$ cat src/rtl/psum_accumulator_pkg.sv
// Shared defaults, FSM encoding and saturation helper for the partial-sum accumulator.
package psum_accumulator_pkg;

    localparam int DEF_MAC_OUTPUT_WIDTH = 36;
    localparam int DEF_LANES            = 8;
    localparam int DEF_BUF_LATENCY      = 3;
    localparam int DEF_LEN_WIDTH        = 16;

    typedef enum logic [1:0] {
        IDLE  = 2'd0,
        START = 2'd1,
        RUN   = 2'd2,
        DRAIN = 2'd3
    } state_t;

    // Saturation bound for a signed lane of width w, returned zero/one-extended
    // to 64 bits; callers keep the low w bits.
    function automatic logic [63:0] sat_bound(input int w, input logic neg);
        logic [63:0] one;
        one = 64'd1 << (w - 1);
        return neg ? ~(one - 64'd1) : (one - 64'd1);
    endfunction

    // Saturation bounds of one lane at the default width.
    localparam logic [63:0] SAT_MAX = sat_bound(DEF_MAC_OUTPUT_WIDTH, 1'b0);
    localparam logic [63:0] SAT_MIN = sat_bound(DEF_MAC_OUTPUT_WIDTH, 1'b1);

endpackage

$ cat src/rtl/psum_sat_add.sv
// Lane-wise saturating adder: mac + (first ? 0 : buf_data), registered and
// steered either to the buffer write-back port or to the final output port.
module psum_sat_add
    import psum_accumulator_pkg::*;
#(
    parameter int W     = DEF_MAC_OUTPUT_WIDTH,
    parameter int LANES = DEF_LANES
) (
    input  logic               system_clk,
    input  logic               rst_n,
    input  logic               en,
    input  logic               first,
    input  logic               last,
    input  logic [LANES*W-1:0] mac,
    input  logic [LANES*W-1:0] buf_data,
    output logic [LANES*W-1:0] feature_in,
    output logic               feature_valid,
    output logic [LANES*W-1:0] out_data,
    output logic               out_valid
);

    // At the default width these equal SAT_MAX / SAT_MIN.
    localparam logic [63:0]  MAX64    = sat_bound(W, 1'b0);
    localparam logic [63:0]  MIN64    = sat_bound(W, 1'b1);
    localparam logic [W-1:0] LANE_MAX = MAX64[W-1:0];
    localparam logic [W-1:0] LANE_MIN = MIN64[W-1:0];

    logic [LANES-1:0][W-1:0] sat;

    for (genvar k = 0; k < LANES; k++) begin : g_lane
        logic [W:0] a_ext, b_ext, sum_ext;
        // One guard bit is enough: the two top bits disagree only on overflow.
        assign a_ext   = {mac[k*W+W-1], mac[k*W +: W]};
        assign b_ext   = first ? '0 : {buf_data[k*W+W-1], buf_data[k*W +: W]};
        assign sum_ext = a_ext + b_ext;
        assign sat[k]  = (sum_ext[W:W-1] == 2'b01) ? LANE_MAX :
                         (sum_ext[W:W-1] == 2'b10) ? LANE_MIN :
                         sum_ext[W-1:0];
    end

    // Register the sum into the selected destination; the other bus holds.
    always_ff @(posedge system_clk or negedge rst_n) begin
        if (!rst_n) begin
            feature_in    <= '0;
            feature_valid <= 1'b0;
            out_data      <= '0;
            out_valid     <= 1'b0;
        end else begin
            feature_valid <= en & ~last;
            out_valid     <= en & last;
            if (en && !last) feature_in <= sat;
            if (en && last)  out_data   <= sat;
        end
    end

endmodule

$ cat src/rtl/psum_accumulator.sv
// Read-modify-write controller for the output partial-sum buffer: accepts a
// pass of MAC vectors, reads the prior partial sums, and writes back (or
// emits on the final pass) the saturated lane-wise sums.
module psum_accumulator
    import psum_accumulator_pkg::*;
#(
    parameter int MAC_OUTPUT_WIDTH = DEF_MAC_OUTPUT_WIDTH,
    parameter int LANES            = DEF_LANES,
    parameter int BUF_LATENCY      = DEF_BUF_LATENCY,
    parameter int LEN_WIDTH        = DEF_LEN_WIDTH
) (
    input  logic                              system_clk,
    input  logic                              rst_n,
    input  logic                              pass_start,
    input  logic [LEN_WIDTH-1:0]              pass_len,
    input  logic                              first_pass,
    input  logic                              last_pass,
    input  logic [LANES*MAC_OUTPUT_WIDTH-1:0] mac_data,
    input  logic                              mac_valid,
    output logic                              mac_ready,
    output logic                              refresh_req,
    output logic                              adder_pulse,
    input  logic [LANES*MAC_OUTPUT_WIDTH-1:0] adder_feature,
    output logic [LANES*MAC_OUTPUT_WIDTH-1:0] feature_in,
    output logic                              feature_valid,
    output logic [LANES*MAC_OUTPUT_WIDTH-1:0] out_data,
    output logic                              out_valid,
    output logic                              pass_done,
    output logic                              busy
);

    localparam int VW = LANES * MAC_OUTPUT_WIDTH;

    state_t                  state_q;
    logic [LEN_WIDTH-1:0]    len_q, count_q, count_nxt;
    logic                    first_q, last_q;
    logic                    accept;
    logic [BUF_LATENCY:1]    vld_pipe;
    logic [BUF_LATENCY:1][VW-1:0] dly_data;

    assign mac_ready   = (state_q == RUN) && (count_q < len_q);
    assign accept      = mac_valid & mac_ready;
    // The buffer read is issued with the accept so its data lands BUF_LATENCY
    // cycles later, exactly when the vector leaves the delay line.
    assign adder_pulse = accept & ~first_q;
    assign busy        = (state_q != IDLE);
    assign count_nxt   = count_q + LEN_WIDTH'(1);

    // Pass control: latch pass config, refresh pointers, count accepts, drain.
    always_ff @(posedge system_clk or negedge rst_n) begin
        if (!rst_n) begin
            state_q     <= IDLE;
            len_q       <= '0;
            count_q     <= '0;
            first_q     <= 1'b0;
            last_q      <= 1'b0;
            refresh_req <= 1'b0;
            pass_done   <= 1'b0;
        end else begin
            refresh_req <= 1'b0;
            pass_done   <= 1'b0;
            case (state_q)
                IDLE: if (pass_start) begin
                    len_q       <= pass_len;
                    first_q     <= first_pass;
                    last_q      <= last_pass;
                    count_q     <= '0;
                    refresh_req <= 1'b1;
                    state_q     <= START;
                end
                START: state_q <= (len_q == '0) ? DRAIN : RUN;
                RUN: if (accept) begin
                    count_q <= count_nxt;
                    if (count_nxt == len_q) state_q <= DRAIN;
                end
                DRAIN: if (vld_pipe == '0 && !feature_valid && !out_valid) begin
                    pass_done <= 1'b1;
                    state_q   <= IDLE;
                end
                default: state_q <= IDLE;
            endcase
        end
    end

    // Delay line matching the buffer read latency; data shifts freely, the
    // valid bits mark which slots carry accepted vectors.
    always_ff @(posedge system_clk or negedge rst_n) begin
        if (!rst_n) begin
            vld_pipe <= '0;
            dly_data <= '0;
        end else begin
            vld_pipe[1] <= accept;
            dly_data[1] <= mac_data;
            for (int i = 2; i <= BUF_LATENCY; i++) begin
                vld_pipe[i] <= vld_pipe[i-1];
                dly_data[i] <= dly_data[i-1];
            end
        end
    end

    psum_sat_add #(
        .W     (MAC_OUTPUT_WIDTH),
        .LANES (LANES)
    ) u_sat_add (
        .system_clk    (system_clk),
        .rst_n         (rst_n),
        .en            (vld_pipe[BUF_LATENCY]),
        .first         (first_q),
        .last          (last_q),
        .mac           (dly_data[BUF_LATENCY]),
        .buf_data      (adder_feature),
        .feature_in    (feature_in),
        .feature_valid (feature_valid),
        .out_data      (out_data),
        .out_valid     (out_valid)
    );

endmodule
$ cat config.mk
export PLATFORM = sky130hd
export DESIGN_NAME = psum_accumulator
export DESIGN_NICKNAME = d
export VERILOG_FILES = /design/src/rtl/psum_accumulator_pkg.sv /design/src/rtl/psum_sat_add.sv /design/src/rtl/psum_accumulator.sv
export SDC_FILE = /design/constraint.sdc
export NUM_CORES = 2
export LEC_CHECK = 0
export CORE_MARGIN = 1.5
export CORE_UTILIZATION = 30
export CTS_CLUSTER_DIAMETER = 40
export DETAILED_ROUTE_END_ITERATION = 16
export GPL_TIMING_DRIVEN = 0
export PLACE_DENSITY = 0.64
export SLEW_MARGIN = 30
export SYNTH_ARGS = -nofsm -noshare
export SYNTH_HDL_FRONTEND = slang
export SYNTH_SLANG_ARGS = --single-unit
$ cat constraint.sdc
create_clock -name system_clk -period 4 [get_ports system_clk]
set_clock_uncertainty 0.2 [all_clocks]
set_input_delay 0.6 -clock system_clk [delete_from_list [all_inputs] [get_ports system_clk]]
set_output_delay 0.6 -clock system_clk [all_outputs]
set_load 0.01 [all_outputs]
# ---- Word level (Yosys, flattened, before mapping)
# Index checks and enable logic that the tools add are counted.
dict set report word_totals {
  input_bits 598
  ff_bits 1483
  word_cells 108
}
dict set report classes {
  n_eq_ne 24
  n_bitwise 6
  addsub 9
  order_cmp 1
  mux 37
  n_reduce_logical 16
}
# cell count
set op_table {}
lappend op_table {{$mux 36} 16}
lappend op_table {{$add 37x37->37} 8}
lappend op_table {{$mux 37} 8}
lappend op_table {{$mux 16} 2}
lappend op_table {{$pmux 16 s2} 1}
lappend op_table {{$eq 2x2->1 const B} 10}
lappend op_table {{$eq 2x1->1 const B} 9}
lappend op_table {{$add 16x1->16 const B} 1}
lappend op_table {{$eq 16x16->1} 1}
lappend op_table {{$logic_not 16->1} 1}
lappend op_table {{$lt 16x16->1} 1}
lappend op_table {{$mux 2} 4}
lappend op_table {{$pmux 2 s4} 1}
lappend op_table {{$ne 2x2->1 const B} 3}
lappend op_table {{$logic_and 1x1->1} 5}
lappend op_table {{$mux 1} 5}
lappend op_table {{$and 1x1->1} 4}
lappend op_table {{$reduce_and 4->1} 1}
lappend op_table {{$reduce_bool 2->1} 2}
lappend op_table {{$logic_not 1->1} 3}
lappend op_table {{$logic_not 3->1} 1}
lappend op_table {{$reduce_and 3->1} 1}
lappend op_table {{$logic_not 2->1} 1}
lappend op_table {{$ne 2x1->1 const B} 1}
lappend op_table {{2 further kinds} 3}

# ---- Logic depth before layout (Yosys ltp)
dict set report logic_depth {
  depth_word 5
  mapped_depth 18
  ltp_nobuf 14
}

# ---- Cells and area by module
# From an unflattened synthesis, not the netlist that was laid out.
dict set report hier_totals {
  cells_unflattened 6095
  area_unflattened_um2 64652.0
}
# module n_inst area_each_um2 cells_each
set modules_own_cells {}
lappend modules_own_cells {psum_sat_add 1 40077.2 4904}
lappend modules_own_cells {psum_accumulator 1 24574.8 1191}

# ---- Worst setup path before layout
# No wires, ideal clock.
dict set report synth_timing {
  path_kind {flip-flop to flip-flop}
  startpoint {register first_q}
  endpoint {register u_sat_add.feature_in[102]}
  stages_incl_launch_ff 19
  setup_ns 0.121
  path_buffers 4
  t_required_ns 3.679
  path_slack_ns -0.028
  arrival_time_ns 3.706
  period_less_slack_ns 4.028
  cell_sequence {dfrtp_1 > clkbuf_1 > clkbuf_1 > clkbuf_1 > nor2b_1 > ha_1 > inv_1 > fa_1 > nor2b_1 > o2111ai_1 > a21boi_1 > a221o_2 > a21oi_4 > o311ai_2 > a21oi_1 > o31ai_4 > buf_4 > or2_2 > o22a_1}
}
dict set report synth_between {
  elab_chain_cells 5
  word_cells_on_any_way 6
}
# element line
set synth_lines {}
lappend synth_lines {{from (decl)} psum_accumulator.sv:36} ;# logic first_q, last_q;
lappend synth_lines {{from (signal assigned)} psum_accumulator.sv:65} ;# first_q <= first_pass;
lappend synth_lines {{$mux 37 (*)} psum_sat_add.sv:34} ;# assign b_ext = first ? '0 : {buf_data[k*W+W-1], buf_data[k*W +: W]};
lappend synth_lines {{$add 37x37->37 (*)} psum_sat_add.sv:35} ;# assign sum_ext = a_ext + b_ext;
lappend synth_lines {{$eq 2x2->1} psum_sat_add.sv:37} ;# (sum_ext[W:W-1] == 2'b10) ? LANE_MIN :
lappend synth_lines {{$mux 36} psum_sat_add.sv:37}
lappend synth_lines {{$mux 36 (*)} psum_sat_add.sv:36} ;# assign sat[k] = (sum_ext[W:W-1] == 2'b01) ? LANE_MAX :
lappend synth_lines {{to (signal assigned)} psum_sat_add.sv:51} ;# if (en && !last) feature_in <= sat;
lappend synth_lines {{to (decl)} psum_sat_add.sv:16} ;# output logic [LANES*W-1:0] feature_in,
# Every way passes the cells marked *; elsewhere a longest branch is shown, timed or not.
# A chain may end at the register's enable or synchronous reset.

# ---- Worst setup path in the final report
dict set report layout_timing {
  startpoint {register first_q}
  endpoint {register u_sat_add.feature_in[209]}
}
# Same word-level chain as after synthesis.

==> results.ini <==
[timing]
finalHoldViolations=0
fin_crit_sh=1.15
slew_headroom=0.339
fmax_ghz=0.217
maxSlewViolCount=0
tightest_slew_ns=0.991
fin_ws_ns=-0.600
min_period_ns=4.60
worst_hold_slack_ns=0.0576
finalSetupViolations=581
setup_tns_ns=-176.13
rsz0062_at_grt=yes

[synthesis]
synth_top_area_share=0.581
ys_async_sr_fraction=1.00
synth_edf_count=0
syn_inst=5940
synth_cell_types=107
synth_ff_type=dfrtp_1
synth_common_cells=dfrtp_1, nand2_1, o21ai_0, a21oi_1, nor2_1
yosysMostFrequentCell=dfrtp_1
syn-num-nets=6856
avgSynthCellArea_um2=10.7
ys_top_cells_by_area=dfrtp_1, ha_1, nand2_1
ys_ff_latch=1483
synth_top_family_by_area=compound AO/OA/AOI/OAI gates
ys_warn_count=0
synth-compound-area-share=0.159
yosysTopAreaCell=dfrtp_1
yosys.area_share.simple=0.130
synthMuxAreaShare=0.00492
synth_fa_ha_area_frac=0.0645
synth_xor_area_frac=0.0357
syn_area_um2=63800
yosysSeqAreaShare=0.581

[drt]
drc=0
vias=55000
wl_met3_mm=25.5
routed.top_layer=met5
met1_length_mm=119
wl_met2_mm=136
ant_nets=0
wl_per_cell_um=27.1
drt_iter0_drc=4304
wl_mm=296
first_pass_iters=6
viasPerCell=5.03

[floorplan]
io_pins=1181
start_util=0.301
die_area_um2=216000
fp.dieH_um=464
dieWidth_um=464
num_rows=169
coreArea_um2=212000

[pwr]
irDropWorstVdd_mv=0.512
power_mw=80.5
p_per_area_nw_per_um2=820
leakage_nw=42.7

[layout]
n_fill_cell=19300
drive_above_1_share=0.186
final_area_um2=98200
syn_to_final_growth_pct=53.8
final_nets=8771

[critical_path]
crit_chain=clkbuf_8 -> buf_16 -> buf_12 -> buf_12 -> nor2b_4 -> ha_4 -> nor2b_4 -> o31a_1 -> o2111a_2 -> o211ai_4 -> a21oi_4 -> or2_4 -> a221o_1 -> and2_4 -> buf_6 -> buf_8 -> o211ai_1 -> nand3_1
path_buf_inv=6
r2r-end=u_sat_add.feature_in[209]
critPathKind=flip-flop to flip-flop
start_kind=flip-flop
crit_path_max_fanout=10
slowest_stage=dfrtp_1
endpoint_kind=flip-flop
cp_slowest_stage_delay_ns=0.38
rrSetupSlack_ns=-0.60
crit_arrival_ns=5.12
r2r-start=first_q
crit_path_start=first_q
r2r_cells=18
cp_top_family=compound AO/OA/AOI/OAI gates
crit_required_ns=4.52

[clocking]
cts_root_buffer=clkbuf_16
cts_sinks=1483
clock_path_buffers=3
cts_tree=done
clock_latency_ns=0.88
htreeDepth=4
clkSlewWorstSetupHoldPaths_ns=0.06
cts_made_buffers=239

[placement]
place_congestion=0.961
hpwl_mm=229
placed_area_um2=79900
numPortBuffers=1180

[run]
max-cap-violations=0

[worst_hold_path]
worstHoldStart=mac_data[111]
whs_path_depth=1
min_path_type=input port to flip-flop
hold_path_end=dly_data[111]

[run_status]
status=complete, but fails checks
violations=negative setup slack

[grt]
grtUsageTotal=0.263
overflow=0
grt_antenna_before_repair=84
grt_pass1_wl_mm=407
grt_max_degree=136
grt_pass1_vias=55200

==> power by group <==
group          total (mW)  internal [mW]  switching (mW)
sequential           21.0           18.6            2.45
clock                21.9           13.3            8.57
combinational        37.6           15.9            21.7
==> worst max path at each step <==
stage | to | slack, ns | cells past startpoint
final | u_sat_add.feature_in[209] | -0.60 | 18
after global routing | u_sat_add.feature_in[103] | -0.68 | 20
after CTS | u_sat_add.feature_in[209] | -0.63 | 17
after detailed placement | u_sat_add.feature_in[142] | -2.46 | 19
after global placement | dly_data[130] | -65.00 | 1
after floorplan | u_sat_add.feature_in[65] | 0.02 | 15
==> stage by stage <==
| stage | utilization | worst slack [ns] | instances |
|---|---|---|---|
| 5_1_grt | 0.463 | -0.676 | 10900 |
| 3_5_place_dp | 0.377 | -2.46 | 9965 |
| 6_report | 0.463 | -0.600 | 10900 |
| 2_1_floorplan | - | 0.0197 | 5940 |
| 3_3_place_gp | 0.374 | -65.00 | 9941 |
| 4_1_cts | 0.442 | -0.631 | 10700 |
==> metal layers <==
layer | up-vias | track usage
met5 | - | 0
met4 | 20 | 0.121
met3 | 585 | 0.0798
met2 | 2269 | 0.419
met1 | 27500 | 0.326
li1 | 24600 | -
==> layout make-up <==
cell class / count / area, µm² / area share
Antenna cell: 42 / 105 / 0.00107
Buffer: 248 / 1800 / 0.0184
Clock buffer: 264 / 6240 / 0.0636
Clock inverter: 191 / 2420 / 0.0247
Inverter: 128 / 480 / 0.00489
Multi-Input combinational cell: 4059 / 29100 / 0.296
Sequential cell: 1483 / 37100 / 0.378
Tap cell: 2821 / 3530 / 0.0359
Timing Repair Buffer: 1696 / 17400 / 0.177
==> state kept, by name, indices dropped and copies added (netlist names) <==
name	flops
u_sat_add.feature_valid	1
last_q	1
state_q	2
u_sat_add.feature_in	288
vld_pipe	3
len_q	16
refresh_req	1
u_sat_add.out_valid	1
u_sat_add.out_data	288
pass_done	1
count_q	16
first_q	1
dly_data	864
==> cells in the final DEF (no fill, tap or decap), types with 54 or more instances in the layout <==
| master | count |
|---|---|
| xor2_1 | 81 |
| o21ai_2 | 59 |
| clkbuf_1 | 126 |
| o21ai_0 | 389 |
| a21oi_1 | 337 |
| nand4_1 | 54 |
| a21oi_4 | 60 |
| nor2_1 | 314 |
| inv_6 | 55 |
| nand3_1 | 65 |
| o21ai_1 | 124 |
| nor2b_1 | 262 |
| a21o_1 | 133 |
| ha_1 | 250 |
| nand2_1 | 696 |
| dlygate4sd3_1 | 268 |
| a21oi_2 | 137 |
| dfrtp_1 | 1483 |
| buf_6 | 63 |
| inv_1 | 121 |
| buf_4 | 156 |
| clkbuf_16 | 255 |
| clkdlybuf4s50_1 | 1178 |
| xnor2_1 | 172 |
==> kinds of logic (layout without fill, tap and decap cells) <==
kind of cell             count (synthesis)  count (layout)
AO/OA/AOI/OAI                         1673            1673
XOR/XNOR                               260             260
adder cells (fa/ha/maj)                326             326
buffers and inverters                  399            2527
flip-flops                            1483            1483
multiplexers                            28              29
other                                    0              42
AND/OR/NAND/NOR                       1771            1771
==> what timing repair did <==
action / CTS / global route
endpoints found under the setup margin: 588 / 588
hold buffers: 267 / 1
pin swaps: 73 / 178
hold endpoints to repair: 749 / 1
cloned: 9 / 20
buffers inserted: 52 / 146
gates resized for setup: 488 / 846
Note: power is estimated with default switching activity, not from simulation.
